File: src/rtl/rgb_led_pkg.sv
// Shared types for the RGB LED arbiter: active-high colour codes, LED polarity helper
// and the arbiter state encoding.
package rgb_led_pkg;

  typedef logic [2:0] rgb_t;  // {R,G,B}, 1 = lit

  localparam rgb_t OFF     = 3'b000;
  localparam rgb_t RED     = 3'b100;
  localparam rgb_t YELLOW  = 3'b110;
  localparam rgb_t GREEN   = 3'b010;
  localparam rgb_t CYAN    = 3'b011;
  localparam rgb_t BLUE    = 3'b001;
  localparam rgb_t MAGENTA = 3'b101;
  localparam rgb_t WHITE   = 3'b111;

  typedef enum logic [1:0] {
    IDLE,
    GRANT,
    GUARD
  } arb_state_t;

  // The board LED is wired active-low.
  function automatic rgb_t to_led_n(input rgb_t c);
    return ~c;
  endfunction

endpackage

File: src/rtl/rr_pick.sv
// Combinational round-robin selector: first set request at or above the pointer,
// wrapping back to bit 0.
module rr_pick #(
  parameter int N_REQ = 3,
  parameter int PTR_W = $clog2(N_REQ)
) (
  input  logic [N_REQ-1:0] req_i,
  input  logic [PTR_W-1:0] ptr_i,
  output logic [N_REQ-1:0] sel_o,
  output logic             valid_o
);

  logic [PTR_W-1:0] idx;
  logic             found;

  always_comb begin
    // NOTE: every output gets a default first so no path through the loop infers a latch.
    sel_o = '0;
    found = 1'b0;
    idx   = '0;
    for (int i = 0; i < N_REQ; i++) begin
      idx = PTR_W'((int'(ptr_i) + i) % N_REQ);
      if (!found && req_i[idx]) begin
        sel_o[idx] = 1'b1;
        found      = 1'b1;
      end
    end
    valid_o = found;
  end

endmodule

File: src/rtl/rgb_led_arbiter.sv
// Shares one active-low RGB LED between N_REQ requesters: round-robin ownership with
// minimum/maximum hold times and a blank guard gap between owners.
import rgb_led_pkg::*;

module rgb_led_arbiter #(
  parameter int N_REQ    = 3,
  parameter int MIN_HOLD = 2_000_000,
  parameter int MAX_HOLD = 12_000_000,
  parameter int GAP      = 120_000
) (
  input  logic               clk,
  input  logic               rst_n,
  input  logic [N_REQ-1:0]   req,
  input  logic [3*N_REQ-1:0] color,
  output logic [N_REQ-1:0]   gnt,
  output logic               busy,
  output logic               RGB_R,
  output logic               RGB_G,
  output logic               RGB_B
);

  localparam int PTR_W   = $clog2(N_REQ);
  localparam int CNT_TOP = (MAX_HOLD > GAP) ? MAX_HOLD : GAP;
  localparam int CNT_W   = $clog2(CNT_TOP + 1);

  localparam logic [CNT_W-1:0] MIN_LAST = CNT_W'(MIN_HOLD - 1);
  localparam logic [CNT_W-1:0] MAX_LAST = CNT_W'(MAX_HOLD - 1);
  localparam logic [CNT_W-1:0] GAP_LAST = (GAP > 0) ? CNT_W'(GAP - 1) : '0;

  arb_state_t       state_q;
  logic [N_REQ-1:0] gnt_q;
  logic [PTR_W-1:0] ptr_q;
  logic [CNT_W-1:0] cnt_q;
  rgb_t             latch_q;

  logic [N_REQ-1:0] pick_sel;
  logic             pick_valid;
  logic [PTR_W-1:0] owner_idx;
  logic [PTR_W-1:0] next_ptr;
  rgb_t             own_color;
  logic             own_req;
  logic             others_req;
  logic             release_now;

  rr_pick #(
    .N_REQ (N_REQ),
    .PTR_W (PTR_W)
  ) u_pick (
    .req_i   (req),
    .ptr_i   (ptr_q),
    .sel_o   (pick_sel),
    .valid_o (pick_valid)
  );

  // Decode the current owner from the one-hot grant and evaluate release conditions.
  always_comb begin
    owner_idx = '0;
    own_color = OFF;
    for (int i = 0; i < N_REQ; i++) begin
      if (gnt_q[i]) begin
        owner_idx = PTR_W'(i);
        own_color = color[3*i +: 3];
      end
    end
    own_req     = |(req & gnt_q);
    others_req  = |(req & ~gnt_q);
    next_ptr    = (owner_idx == PTR_W'(N_REQ - 1)) ? '0 : owner_idx + PTR_W'(1);
    release_now = ((cnt_q >= MIN_LAST) && !own_req) ||
                  ((cnt_q == MAX_LAST) && others_req);
  end

  always_ff @(posedge clk or negedge rst_n) begin
    if (!rst_n) begin
      state_q <= IDLE;
      gnt_q   <= '0;
      ptr_q   <= '0;
      cnt_q   <= '0;
      latch_q <= OFF;
    end else begin
      // NOTE: non-blocking assignments so every branch sees the pre-edge register values.
      case (state_q)
        IDLE: begin
          if (pick_valid) begin
            gnt_q   <= pick_sel;
            cnt_q   <= '0;
            state_q <= GRANT;
          end
        end
        GRANT: begin
          if (own_req) latch_q <= own_color;
          if (cnt_q != MAX_LAST) cnt_q <= cnt_q + CNT_W'(1);
          if (release_now) begin
            gnt_q   <= '0;
            ptr_q   <= next_ptr;
            cnt_q   <= '0;
            latch_q <= OFF;
            state_q <= (GAP == 0) ? IDLE : GUARD;
          end
        end
        GUARD: begin
          if (cnt_q == GAP_LAST) begin
            cnt_q   <= '0;
            state_q <= IDLE;
          end else begin
            cnt_q <= cnt_q + CNT_W'(1);
          end
        end
        default: state_q <= IDLE;
      endcase
    end
  end

  assign gnt                 = gnt_q;
  assign busy                = (state_q != IDLE);
  assign {RGB_R, RGB_G, RGB_B} = to_led_n(latch_q);

endmodule

File: config.mk
export PLATFORM = sky130hd
export DESIGN_NAME = rgb_led_arbiter
export DESIGN_NICKNAME = d
export VERILOG_FILES = /design/src/rtl/rgb_led_pkg.sv /design/src/rtl/rr_pick.sv /design/src/rtl/rgb_led_arbiter.sv
export SDC_FILE = /design/constraint.sdc
export NUM_CORES = 1
export LEC_CHECK = 0
export CAP_MARGIN = 15
export CORE_AREA = 10 10 89 91
export CTS_BUF_LIST = sky130_fd_sc_hd__clkbuf_4
export DETAILED_ROUTE_END_ITERATION = 10
export DIE_AREA = 0 0 99 101
export HOLD_SLACK_MARGIN = 0.02
export PLACE_DENSITY = 0.57
export SLEW_MARGIN = 20
export SYNTH_ARGS = -nofsm -noshare
export SYNTH_HDL_FRONTEND = slang
export SYNTH_SLANG_ARGS = --single-unit
File: constraint.sdc
create_clock -name clk -period 3.1 [get_ports clk]
set_clock_uncertainty 0.15 [all_clocks]
set_input_delay 0.62 -clock clk [delete_from_list [all_inputs] [get_ports clk]]
set_output_delay 0.62 -clock clk [all_outputs]
set_load 0.005 [all_outputs]
==> metrics.txt, run 1 <==
NumNets Final 364; hold slack 0.209 ns; Req. time, crit path 3.16 ns; GR Util All Layers 0.141; fmax 353 MHz; Die H 101 um; Distinct cells, synth 57; Comb power frac 0.576; Mapped Area 0.00262 mm2; Sink Count 34; actual slew at the worst max-slew pin 0.810 ns; register area share after synthesis 0.325; antenna violations before repair 0; most frequent cells after synthesis 34 x dfrtp_1, 33 x nand2_1, 22 x inv_1; initial core utilization 0.422; Root Buffer clkbuf_4; Critical Path Sink Type flip-flop; critical path arrival 2.89 ns; Placed Area 0.00302 mm2; CTS clk-pin slew, worst paths 0.11 ns; period utilization 0.914; most common cell in the netlist dfrtp_1; core area 0.00620 mm2; Reg2Reg Setup Slack 0.32 ns; Seq pwr share 0.297; total gr overflow 0; switch share 0.426; vias per inst 5.96; clock share of power 0.127; synth warn 0; Final ANT Viol Nets 0; Via Count 2498; first-iteration detailed-routing DRC count 96; die area 0.0100 mm2; final hold violation count 0; Peak VDD IR 0.392 mV; final setup fails 0; Routability Congestion 0.939; Post-CTS Setup Inserts 0; Die Span X 99 um; Max Slew Vio Count 0; post-DR wirelength/cell 16.6 um; Max Buffers Root-to-Sink 2; pwr/cell area 625 mW/mm2; H-tree levels 2; share of cells above drive strength 1 0.146; largest cells by area after synthesis dfrtp_1 32%, nand2_1 4.7%, ha_1 4.3%; Mapped Cells 309; Final Cell Area 0.00307 mm2; Slew HR 0.460; PnR Total Power 1.92 mW; port bufs 20; Hold WC Path Type primary input to async pin; Crit Path Max Fanout 20; Yosys top cell area share 0.325; total CTS buffers 5; ys async rst share 1.00; post-route minimum period 2.83 ns; FF+latch count, synth 34; Area Growth Syn to Fin 17.2%; Util after Layout 0.495; RSZ-0062 raised after global routing no; number of global-route vias before repair 2402; Yosys top cell by area dfrtp_1; Post-synth top flop dfrtp_1; run status complete, no violations; syn nets 332; Detailed Place HPWL 5120 um; Core Rows 29; Switch Pwr 0.817 mW; diode count 0; TritonCTS clock tree built; number of detailed-route iterations in the first pass 4; Post-route DRC 0; pin count of the biggest net entering global routing 35; Post-synth EDFFs 0; first-pass GRT wire length 12000 um; syn_area_per_cell 8.48 um2; Post-CTS Resized 0; hold buffer count at cts 0; worst skew pair latency 0.33 ns; Routed Wire Length 6940 um; Setup CP Type primary input to flip-flop; CP Launch Type primary input; leakage 1.17 nW; number of max-cap violations 0; P_int 1.10 mW; num ports 21
-- registers in the layout, indices dropped and copies added, names as in the netlist --
register and flops:
cnt_q 24, gnt 3, latch_q 3, ptr_q 2, state_q 2
-- cell usage in the layout, fill, tap and decap left out, types with 4 or more instances in the layout --
| cell type | instances |
|---|---|
| nor2_1 | 9 |
| and3_1 | 11 |
| nor3_1 | 5 |
| nor4_1 | 4 |
| o22ai_1 | 11 |
| nand4_1 | 7 |
| clkbuf_4 | 6 |
| nand2b_1 | 8 |
| clkdlybuf4s50_1 | 19 |
| and2_1 | 5 |
| o31ai_1 | 13 |
| a22o_1 | 6 |
| buf_4 | 25 |
| o21ai_0 | 12 |
| nand2_1 | 33 |
| a22oi_1 | 14 |
| a31oi_1 | 9 |
| inv_1 | 22 |
| dfrtp_1 | 34 |
| nand3_1 | 17 |
| ha_1 | 9 |
-- metrics by stage --
step | std cells | TNS, ns | setup WS (ns)
2_1_floorplan | 309 | 0 | 0.494
3_3_place_gp | 411 | -0.307 | -0.0511
3_5_place_dp | 411 | -0.367 | -0.0852
4_1_cts | 419 | 0 | 0.274
5_1_grt | 419 | 0 | 0.0988
6_report | 419 | 0 | 0.268
-- power by group through the flow --
| stage | combinational, mW | sequential [mW] | clock (mW) |
|---|---|---|---|
| after floorplan | 0.679 | 0.543 | 0 |
| after global placement | 1.11 | 0.578 | 0 |
| after detailed placement | 1.11 | 0.578 | 0 |
| after CTS | 1.12 | 0.569 | 0.259 |
| after global routing | 1.23 | 0.583 | 0.276 |
| final | 1.11 | 0.570 | 0.243 |
-- worst paths after layout --
path / startpoint / endpoint / cells after the start
worst max-delay path: req[0] / cnt_q[18]$_DFFE_PN0P_ / 10
worst min-delay path: rst_n / ptr_q[1]$_DFFE_PN0P_ / 1
worst max register to register: ptr_q[0]$_DFFE_PN0P_ / cnt_q[18]$_DFFE_PN0P_ / 11
worst min register to register: latch_q[2]$_DFFE_PN0P_ / latch_q[2]$_DFFE_PN0P_ / 1
max in group asynchronous: rst_n / cnt_q[6]$_DFFE_PN0P_ / 1
min in group clk: latch_q[2]$_DFFE_PN0P_ / latch_q[2]$_DFFE_PN0P_ / 1
-- worst max-delay path: stages --
cell and delay [ns]:
clkdlybuf4s50_1 0.45, a222oi_1 0.43, nand2b_1 0.18, a2111oi_0 0.10, buf_4 0.15, or3_1 0.35
buf_12 0.17, buf_4 0.15, a22oi_1 0.18, o31ai_1 0.10
-- cell families (layout without fill, tap and decap cells) --
| logic type | count (synthesis) | in the layout | share of synthesized area |
|---|---|---|---|
| and+or+nand+nor | 127 | 127 | 0.276 |
| AOI/OAI and AO/OA | 91 | 91 | 0.263 |
| buffers and inverters | 44 | 77 | 0.0783 |
| DFF | 34 | 34 | 0.325 |
| adders and majority gates | 9 | 9 | 0.0430 |
| muxes | 4 | 4 | 0.0158 |
-- cell type report --
class / count / area, um2
multi-input cells: 231 / 1560
fillers: 632 / 3130
clock buffers: 6 / 45.0
well taps: 77 / 96.3
clock inverters: 2 / 8.76
inverters: 22 / 82.6
flip-flops and latches: 34 / 851
repair buffers: 47 / 423
-- routing by layer --
layer / vias up / global-route usage / wire length [um]
met1: 1210 / 0.179 / 3300
met4: 0 / 0.0298 / 38
met2: 53 / 0.238 / 3270
met5: - / 0 / 0
met3: 5 / 0.0322 / 334
li1: 1230 / - / -
Power figures use the tool's default switching activity.
==> run 2, diff against run 1 <==
Settings changed: CORE_AREA 10 10 89 91 to 10 10 111 73, DIE_AREA 0 0 99 101 to 0 0 121 83, PLACE_DENSITY 0.57 to 0.58.
==> run 2 against run 1 <==
  * Highest routed layer unchanged
  * Global-route usage up 0.43 points
  * Final area decreased by 0.33%
  * Critical path depth fell by 1
  * Largest power group unchanged
  * Sequential share of layout area increased by 0.091 points
  * Sequential cell count unchanged
  * Critical endpoint is now cnt_q[9]$_DFFE_PN0P_
  * Maximum frequency decreased by 3.9%
==> metrics.txt, run 2 (synthesis results as in run 1) <==
run status complete, no violations; final setup fails 0 (unchanged); fmax 339 MHz (-3.9%); TritonCTS clock tree built; actual slew at the worst max-slew pin 0.794 ns (-0.0165 ns); Buf/Inv on CP 2 (-2); RSZ-0062 raised after global routing no; Via Count 2503 (+0.20%); commonest non-fill, non-tap cells in the layout 34 x dfrtp_1, 33 x nand2_1, 22 x inv_1; share of cells above drive strength 1 0.129 (-0.0175); GR Util All Layers 0.145 (+0.00433); Die H 83 um (-18%); Root Buffer clkbuf_4; Setup CP Type flip-flop to flip-flop; Detailed Place HPWL 5480 um (+7.0%); total CTS buffers 5 (unchanged); core area 0.00603 mm2 (-2.8%); final worst setup slack 0.151 ns (-0.116 ns); total gr overflow 0 (unchanged); Max Slew Vio Count 0 (unchanged); first-iteration detailed-routing DRC count 194 (+100%); number of max-cap violations 0 (unchanged); leakage 1.15 nW (-2.1%); Biggest register cnt_q; pin count of the biggest net entering global routing 35 (unchanged); Post-CTS Resized 0 (unchanged); Crit Path Max Fanout 26 (+30%); num ports 21 (unchanged); final hold violation count 0 (unchanged); Max Buffers Root-to-Sink 2 (unchanged); Area Growth Syn to Fin 16.8%; Peak VDD IR 0.566 mV (+45%); diode count 0 (unchanged); Final Cell Area 0.00306 mm2 (-0.33%); post-DR wirelength/cell 17.8 um (+7.2%); Critical Path Sink Type flip-flop; first-pass GRT wire length 12100 um (+1.1%); Final ANT Viol Nets 0 (unchanged); Sink Count 34 (unchanged); max FFs per register 24 (unchanged); Post-route DRC 0 (unchanged); most common cell after layout, fill and taps aside dfrtp_1; Core Rows 22 (-24%); CTS clk-pin slew, worst paths 0.13 ns (+0.02 ns); NumNets Final 356 (-2.2%); H-tree levels 2 (unchanged); CP Launch Type flip-flop; dpl ws -0.123 ns (-0.0383 ns); Routability Congestion 0.904 (-3.7%); period utilization 0.951 (+0.0375); number of detailed-route iterations in the first pass 5 (+1); initial core utilization 0.435 (+0.0124); CP cell instances ha_1 > nand2_1 > or4_1 > a2111oi_0 > buf_4 > or3_1 > buf_12 > o21ai_0 > a22o_1; worst skew pair latency 0.35 ns (+0.02 ns); critical path arrival 3.04 ns (+0.15 ns); Placed Area 0.00295 mm2 (-2.1%); antenna violations before repair 0 (unchanged); hold slack 0.185 ns (-0.0232 ns); vias per inst 5.99 (+0.44%); Slew HR 0.471 (+0.0110); Routed Wire Length 7420 um (+7.0%); die area 0.0100 mm2 (+0.44%); Largest stage delay, worst path 0.59 ns (+0.14 ns); pwr/cell area 636 mW/mm2 (+1.8%); Die Span X 121 um (+22%); Hold WC Path Type primary input to async pin; Slowest-stage cell, CP or4_1; Post-CTS Setup Inserts 0 (unchanged); port bufs 20 (unchanged); number of global-route vias before repair 2190 (-8.8%); Req. time, crit path 3.19 ns (+0.03 ns); hold buffer count at cts 0 (unchanged); CP top delay family simple AND/OR/NAND/NOR gates; post-route minimum period 2.95 ns (+0.116 ns)
-- run 2: cell count changes in the layout (fill, tap and decap cells not counted), sizes merged --
cell,delta
clkbuf,-1
buf,-8
bufinv,+2
clkinv,-1
-- run 2: final cells by class --
| cell class | instances | area, um2 |
|---|---|---|
| fill | 565 | 2970 |
| multi-input combinational | 231 | 1570 |
| sequential | 34 | 851 |
| timing repair buffer | 39 | 350 |
| tap | 84 | 105 |
| inverter | 22 | 82.6 |
| clock inverter | 3 | 63.8 |
| clock buffer | 5 | 37.5 |
-- run 2: power breakdown --
group	internal [mW]	switching [mW]
Combinational	0.385	0.591
Sequential	0.495	0.0627
Clock	0.248	0.164
-- run 2: layer usage --
metal  vias up  global-route usage  part of all wire
met2        97               0.174              0.37
met5         -                   0                 0
met3         7              0.0297             0.066
met1      1187               0.245              0.56
li1       1212                   -                 -
met4         0              0.0249            0.0063
-- run 2: final timing paths --
check / startpoint / to / slack (ns) / depth (start not counted)
max: cnt_q[0]$_DFFE_PN0P_ / cnt_q[9]$_DFFE_PN0P_ / 0.15 / 9
min: rst_n / gnt[1]$_DFFE_PN0P_ / 0.19 / 1
max reg2reg: cnt_q[0]$_DFFE_PN0P_ / cnt_q[9]$_DFFE_PN0P_ / 0.15 / 9
min reg2reg: cnt_q[15]$_DFFE_PN0P_ / cnt_q[15]$_DFFE_PN0P_ / 0.36 / 1
max in group asynchronous: rst_n / cnt_q[20]$_DFFE_PN0P_ / 2.11 / 1
min in group clk: cnt_q[15]$_DFFE_PN0P_ / cnt_q[15]$_DFFE_PN0P_ / 0.36 / 1
-- run 2: per-stage QoR --
stage | instances | power [mW] | setup TNS [ns] | utilization
finish | 418 | 1.95 | 0 | 0.508
detailed placement | 410 | 1.53 | -0.837 | 0.490
CTS | 418 | 1.95 | 0 | 0.507
global placement | 410 | 1.52 | -0.833 | 0.490
floorplan | 309 | 1.22 | 0 | -
global route | 418 | 2.07 | 0 | 0.508
==> run 3, diff against run 2 <==
Settings changed: HOLD_SLACK_MARGIN 0.02 to 0.08.
==> results of run 3 <==
No change in the layout: final DEF, timing and power equal those of run 2.
